`src/rtl/rf_write_arbiter_if.sv`:
```
// rf_write_arbiter_if: pipeline writeback, long-result handshake, scoreboard query and
// register-file write signals of the write-port arbiter.
interface rf_write_arbiter_if;
  logic        wb_valid;
  logic [4:0]  wb_waddr;
  logic [31:0] wb_wdata;
  logic        wb_hold;
  logic        long_valid;
  logic        long_ready;
  logic [4:0]  long_waddr;
  logic [31:0] long_wdata;
  logic        issue_valid;
  logic [4:0]  issue_rd;
  logic [4:0]  query_rs;
  logic [4:0]  query_rt;
  logic        busy_rs;
  logic        busy_rt;
  logic        pending_any;
  logic        rf_wen;
  logic [4:0]  rf_waddr;
  logic [31:0] rf_wdata;
  modport slave (
    input  wb_valid, wb_waddr, wb_wdata, long_valid, long_waddr, long_wdata,
           issue_valid, issue_rd, query_rs, query_rt,
    output wb_hold, long_ready, busy_rs, busy_rt, pending_any, rf_wen, rf_waddr, rf_wdata
  );
  modport master (
    output wb_valid, wb_waddr, wb_wdata, long_valid, long_waddr, long_wdata,
           issue_valid, issue_rd, query_rs, query_rt,
    input  wb_hold, long_ready, busy_rs, busy_rt, pending_any, rf_wen, rf_waddr, rf_wdata
  );
endinterface

```
`src/rtl/rf_write_arbiter.sv`:
```
// rf_write_arbiter: merges pipeline writeback and buffered long-latency results onto the
// register-file write port, with a pending-register scoreboard and starvation hold.
module rf_write_arbiter #(
  parameter int FIFO_DEPTH   = 4,
  parameter int STARVE_LIMIT = 3
) (
  input logic clk,
  input logic rst,
  rf_write_arbiter_if.slave bus
);
  localparam int AW = $clog2(FIFO_DEPTH);
  localparam int CW = AW + 1;
  localparam int SW = $clog2(STARVE_LIMIT + 1);
  logic [36:0]   mem_q [FIFO_DEPTH];
  logic [AW-1:0] rd_q, rd_d, wr_q, wr_d;
  logic [CW-1:0] cnt_q, cnt_d;
  logic [SW-1:0] stv_q, stv_d;
  logic          hold_q, hold_d, wen_q, wen_d;
  logic [4:0]    waddr_q, waddr_d, head_a;
  logic [31:0]   wdata_q, wdata_d, head_d, pend_q, pend_d;
  logic          push, pop;
  // pop decision uses the registered count, so a result never leaves in its arrival cycle
  always_comb begin
    {head_a, head_d} = mem_q[rd_q];
    push = bus.long_valid && cnt_q < CW'(FIFO_DEPTH);
    pop = !bus.wb_valid && cnt_q != '0;
    rd_d = rd_q + AW'(pop);
    wr_d = wr_q + AW'(push);
    cnt_d = cnt_q + CW'(push) - CW'(pop);
    waddr_d = bus.wb_valid ? bus.wb_waddr : head_a;
    wdata_d = bus.wb_valid ? bus.wb_wdata : head_d;
    wen_d = (bus.wb_valid || pop) && waddr_d != '0;
    stv_d = pop ? '0 : (cnt_q != '0 && bus.wb_valid && stv_q != SW'(STARVE_LIMIT)) ? stv_q + 1'b1 : stv_q;
    hold_d = !pop && (hold_q || stv_d == SW'(STARVE_LIMIT));
    pend_d = pend_q;
    if (pop) pend_d[head_a] = 1'b0;
    if (bus.issue_valid) pend_d[bus.issue_rd] = 1'b1;
    pend_d[0] = 1'b0;
  end
  always_ff @(posedge clk) begin
    if (rst) begin
      rd_q    <= '0;
      wr_q    <= '0;
      cnt_q   <= '0;
      stv_q   <= '0;
      hold_q  <= 1'b0;
      wen_q   <= 1'b0;
      waddr_q <= '0;
      wdata_q <= '0;
      pend_q  <= '0;
    end else begin
      rd_q    <= rd_d;
      wr_q    <= wr_d;
      cnt_q   <= cnt_d;
      stv_q   <= stv_d;
      hold_q  <= hold_d;
      wen_q   <= wen_d;
      waddr_q <= waddr_d;
      wdata_q <= wdata_d;
      pend_q  <= pend_d;
    end
    if (push) mem_q[wr_q] <= {bus.long_waddr, bus.long_wdata};
  end
  assign bus.long_ready  = cnt_q < CW'(FIFO_DEPTH);
  assign bus.wb_hold     = hold_q;
  assign bus.busy_rs     = pend_q[bus.query_rs];
  assign bus.busy_rt     = pend_q[bus.query_rt];
  assign bus.pending_any = (|pend_q) || cnt_q != '0;
  assign bus.rf_wen      = wen_q;
  assign bus.rf_waddr    = waddr_q;
  assign bus.rf_wdata    = wdata_q;
endmodule

```
`src/flat_wrapper.sv`:
```
// flat-port wrapper written by rule: the top's interface ports become plain ports
module rf_write_arbiter_flat 
#(
  parameter int FIFO_DEPTH   = 4,
  parameter int STARVE_LIMIT = 3
)
  (clk, rst, bus_wb_valid, bus_wb_waddr, bus_wb_wdata, bus_long_valid, bus_long_waddr, bus_long_wdata, bus_issue_valid, bus_issue_rd, bus_query_rs, bus_query_rt, bus_wb_hold, bus_long_ready, bus_busy_rs, bus_busy_rt, bus_pending_any, bus_rf_wen, bus_rf_waddr, bus_rf_wdata);
  rf_write_arbiter_if bus_i ();
  input logic clk;
  input logic rst;
  input wire logic [$bits(bus_i.wb_valid)-1:0] bus_wb_valid;
  input wire logic [$bits(bus_i.wb_waddr)-1:0] bus_wb_waddr;
  input wire logic [$bits(bus_i.wb_wdata)-1:0] bus_wb_wdata;
  input wire logic [$bits(bus_i.long_valid)-1:0] bus_long_valid;
  input wire logic [$bits(bus_i.long_waddr)-1:0] bus_long_waddr;
  input wire logic [$bits(bus_i.long_wdata)-1:0] bus_long_wdata;
  input wire logic [$bits(bus_i.issue_valid)-1:0] bus_issue_valid;
  input wire logic [$bits(bus_i.issue_rd)-1:0] bus_issue_rd;
  input wire logic [$bits(bus_i.query_rs)-1:0] bus_query_rs;
  input wire logic [$bits(bus_i.query_rt)-1:0] bus_query_rt;
  output wire logic [$bits(bus_i.wb_hold)-1:0] bus_wb_hold;
  output wire logic [$bits(bus_i.long_ready)-1:0] bus_long_ready;
  output wire logic [$bits(bus_i.busy_rs)-1:0] bus_busy_rs;
  output wire logic [$bits(bus_i.busy_rt)-1:0] bus_busy_rt;
  output wire logic [$bits(bus_i.pending_any)-1:0] bus_pending_any;
  output wire logic [$bits(bus_i.rf_wen)-1:0] bus_rf_wen;
  output wire logic [$bits(bus_i.rf_waddr)-1:0] bus_rf_waddr;
  output wire logic [$bits(bus_i.rf_wdata)-1:0] bus_rf_wdata;
  assign bus_i.wb_valid = bus_wb_valid;
  assign bus_i.wb_waddr = bus_wb_waddr;
  assign bus_i.wb_wdata = bus_wb_wdata;
  assign bus_i.long_valid = bus_long_valid;
  assign bus_i.long_waddr = bus_long_waddr;
  assign bus_i.long_wdata = bus_long_wdata;
  assign bus_i.issue_valid = bus_issue_valid;
  assign bus_i.issue_rd = bus_issue_rd;
  assign bus_i.query_rs = bus_query_rs;
  assign bus_i.query_rt = bus_query_rt;
  assign bus_wb_hold = bus_i.wb_hold;
  assign bus_long_ready = bus_i.long_ready;
  assign bus_busy_rs = bus_i.busy_rs;
  assign bus_busy_rt = bus_i.busy_rt;
  assign bus_pending_any = bus_i.pending_any;
  assign bus_rf_wen = bus_i.rf_wen;
  assign bus_rf_waddr = bus_i.rf_waddr;
  assign bus_rf_wdata = bus_i.rf_wdata;
  rf_write_arbiter #(.FIFO_DEPTH(FIFO_DEPTH), .STARVE_LIMIT(STARVE_LIMIT)) u_core (.clk(clk), .rst(rst), .bus(bus_i));
endmodule
```
`config.mk`:
```
export PLATFORM = sky130hd
export DESIGN_NAME = rf_write_arbiter_flat
export DESIGN_NICKNAME = d
export VERILOG_FILES = /design/src/rtl/rf_write_arbiter_if.sv /design/src/rtl/rf_write_arbiter.sv /design/src/flat_wrapper.sv
export SDC_FILE = /design/constraint.sdc
export NUM_CORES = 1
export LEC_CHECK = 0
export BUFFER_PORTS_ARGS = -buffer_cell sky130_fd_sc_hd__buf_2
export CAP_MARGIN = 15
export CORE_MARGIN = 1
export CORE_UTILIZATION = 55
export CTS_BUF_LIST = sky130_fd_sc_hd__clkbuf_2
export DETAILED_ROUTE_END_ITERATION = 16
export PLACE_DENSITY = 0.88
export SLEW_MARGIN = 30
export SYNTH_ARGS = -nofsm -noshare
export SYNTH_HDL_FRONTEND = slang
export SYNTH_SLANG_ARGS = --single-unit
```
`constraint.sdc`:
```
create_clock -name clk -period 5.72 [get_ports clk]
set_input_delay 1.716 -clock clk [delete_from_list [all_inputs] [get_ports clk]]
set_output_delay 1.716 -clock clk [all_outputs]
set_load 0.02 [all_outputs]
```
==> flow_summary.ini <==
[die]
start_util = 0.564
rows = 46
core_mm2 = 0.0159
die_y_um = 130
die_area_mm2 = 0.0169
pin_count = 137
die_width_um = 130

[logic_synthesis]
synth_area_per_cell_um2 = 14.4
ys_seq_elements = 227
synthCells = 624
yosysMostFrequentCell = edfxtp_1
synth.area.top_cells = edfxtp_1 49%, dfxtp_1 18%, mux4_2 13%, nand2_1 4.4%, a21oi_1 3.6%
yosysTopAreaCell = edfxtp_1
synth_top_area_frac = 0.494
syn_area_mm2 = 0.00900
synth_warnings = 0
ys_types = 41
synthTopCellsByCount = 148 x edfxtp_1, 105 x nand2_1, 79 x dfxtp_1
async_flop_share = 0
ys.flop_type = edfxtp_1
synth_nets = 723
yosysSeqAreaShare = 0.670
synth_edf_count = 148

[clock_tree]
cts_sinks = 227
cts_tree = yes
postCtsHoldBufs = 0
clockBufferDepth = 3
clk_latency_ns = 0.77
post_cts_buffers = 0
cts_max_level = 2
cts_root_buffer = clkbuf_2
ctsResizeCount = 0
cts_made_buffers = 52
clkTransAtPathRegs_ns = 0.11

[power_and_ir_drop]
seqPwrFrac = 0.526
pwr-share-comb = 0.206
ir_drop_v = 0.000247
p_switching_mw = 1.13
internal-power_mw = 2.69
p_sw_frac = 0.295
power_density_mw_per_mm2 = 368
finalPower_mw = 3.82
clockPowerShare = 0.268
power_leakage_nw = 3.90

[critical_path]
start_kind = input port
slowest_delay_ns = 0.55
crit_chain = buf_2, mux4_2, a22oi_1, o211ai_1, mux2_2, buf_2
cp_max_fo = 10
worst_path_max_delay_cell = mux4_2
cp_common_cell = buf_2
required_ns = 4.00
end_kind = primary output
arrival_ns = 3.26
worstSetupPathType = input port to primary output

[sta]
fin_skew_ns = 0.0230
tns_ns = 0
period_share = 0.870
maxSlewHeadroom = 0.401
setup_viol_count_final = 0
rsz0062_at_grt = no
worst_pin_slew_ns = 0.898
hold_viol_final = 0
slew_violations = 0
fmax_mhz = 201
period_minus_slack_ns = 4.98

[min_path]
min_path_type = register to register

[cells_and_area]
nets = 885
fillCellCount = 1170
final_core_util = 0.652
area_delta_synth_final_pct = 15.5
drive_gt1_frac = 0.347
design_area_mm2 = 0.0104
final_cells = 1048

[placement]
placed_cell_area_mm2 = 0.00987
dpl.cell_count = 948
gp_congestion = 0.875
place_hpwl_um = 12200
place.port_buffers = 136

[drt]
drt_iter0_markers = 371
wl_um = 19100
avgViaCountPerCell = 5.71
ant_nets = 0
drc = 0
wl_per_cell_um = 18.2
dr.pass1.iters = 5
vias = 5983

[global_routing]
track_usage = 0.233
grt-ovfl-total = 0
grt_antenna_before_repair = 1
grt_max_degree = 44
grt_pass1_wl_um = 29300
grt_pass1_vias = 6002

[run_status]
status = finished, final reports clean

[flow_run]
maxCapViolCount = 0
-- path summary, 6_finish.rpt --
check	cells past startpoint	from	to	slack [ns]
worst max register to register	5	u_core.rd_q[0]$_SDFF_PP0_	u_core.pend_q[13]$_SDFF_PP0_	2.71
worst min register to register	2	u_core.pend_q[15]$_SDFF_PP0_	u_core.pend_q[15]$_SDFF_PP0_	0.53
worst min-delay path	2	u_core.pend_q[15]$_SDFF_PP0_	u_core.pend_q[15]$_SDFF_PP0_	0.53
worst max-delay path	6	bus_query_rt[1]	bus_busy_rt	0.74
-- critical path, delay by kind of cell --
kind / cells / cell delay (ns)
mux: 2 / 0.82
buf+inv: 2 / 0.43
compound gates: 2 / 0.29
-- cell type report --
cell class	instances	area, um^2	share of cell area
Clock inverter	16	88.8	0.00855
Clock buffer	82	410	0.0395
Antenna cell	2	5.00	0.000482
Timing Repair Buffer	142	726	0.0698
Tap cell	216	270	0.0260
Inverter	6	22.5	0.00217
Multi-Input combinational cell	357	2840	0.273
Sequential cell	227	6030	0.580
-- registers in the layout, summed over array words and instances, names as in the netlist --
signal	cells
u_core.mem_q	148
u_core.bus.rf_wdata	32
u_core.pend_q	31
u_core.bus.rf_waddr	5
u_core.cnt_q	3
u_core.rd_q	2
u_core.stv_q	2
u_core.wr_q	2
u_core.bus.rf_wen	1
u_core.bus.wb_hold	1
-- power by group through the flow --
stage | logic (mW) | registers [mW] | clock network [mW]
after global placement | 0.769 | 2.04 | 0
final | 0.786 | 2.01 | 1.02
after detailed placement | 0.788 | 2.05 | 0
after CTS | 0.792 | 2.01 | 1.05
after floorplan | 0.548 | 2.05 | 0
after global routing | 0.853 | 2.03 | 1.13
-- placed cells by master, fill, tap and decap left out, types with 2 or more instances in the layout --
| master | count |
|---|---|
| a21oi_1 | 65 |
| a22oi_1 | 3 |
| and2_1 | 3 |
| and3_1 | 2 |
| and3b_1 | 3 |
| buf_2 | 136 |
| buf_4 | 6 |
| clkbuf_2 | 82 |
| clkinv_1 | 13 |
| clkinv_2 | 2 |
| dfxtp_1 | 77 |
| diode_2 | 2 |
| edfxtp_1 | 148 |
| ha_1 | 4 |
| inv_1 | 6 |
| mux2_2 | 2 |
| mux2i_1 | 15 |
| mux4_2 | 51 |
| nand2_1 | 105 |
| nand3b_1 | 5 |
| nand4_1 | 2 |
| nor2_1 | 17 |
| nor2b_1 | 3 |
| nor3_1 | 5 |
| nor3b_1 | 4 |
| nor3b_2 | 2 |
| nor4_1 | 8 |
| o211ai_1 | 2 |
| o21ai_0 | 9 |
| o21ai_1 | 23 |
| or3b_1 | 3 |
| or4b_1 | 2 |
| xnor2_1 | 4 |
-- metrics by stage --
step	hold slack, ns	setup slack, ns
after detailed placement	0.506	0.730
final	0.529	0.742
after floorplan	0.473	0.473
after global placement	0.501	0.756
after global routing	0.554	0.633
after CTS	0.520	0.730
-- routing by layer --
metal / vias to the layer above / GRT usage / share of wire
met5: - / 0 / 0
met1: 2922 / 0.276 / 0.38
met2: 286 / 0.400 / 0.51
li1: 2731 / - / -
met4: 0 / 0.116 / 0.028
met3: 44 / 0.0574 / 0.083
-- cell families (layout without fill, tap and decap cells) --
| group | count (synthesis) | in the layout | share of synthesized area |
|---|---|---|---|
| flip-flops | 227 | 227 | 0.670 |
| AND/OR/NAND/NOR | 173 | 173 | 0.0904 |
| AO/OA/AOI/OAI | 106 | 106 | 0.0619 |
| multiplexers | 68 | 68 | 0.147 |
| buffers and inverters | 40 | 246 | 0.0186 |
| adder cells (fa/ha/maj) | 5 | 5 | 0.00779 |
| XOR/XNOR | 5 | 5 | 0.00487 |
| other | 0 | 2 | 0 |
No activity file was read; power rests on OpenSTA's default activity.
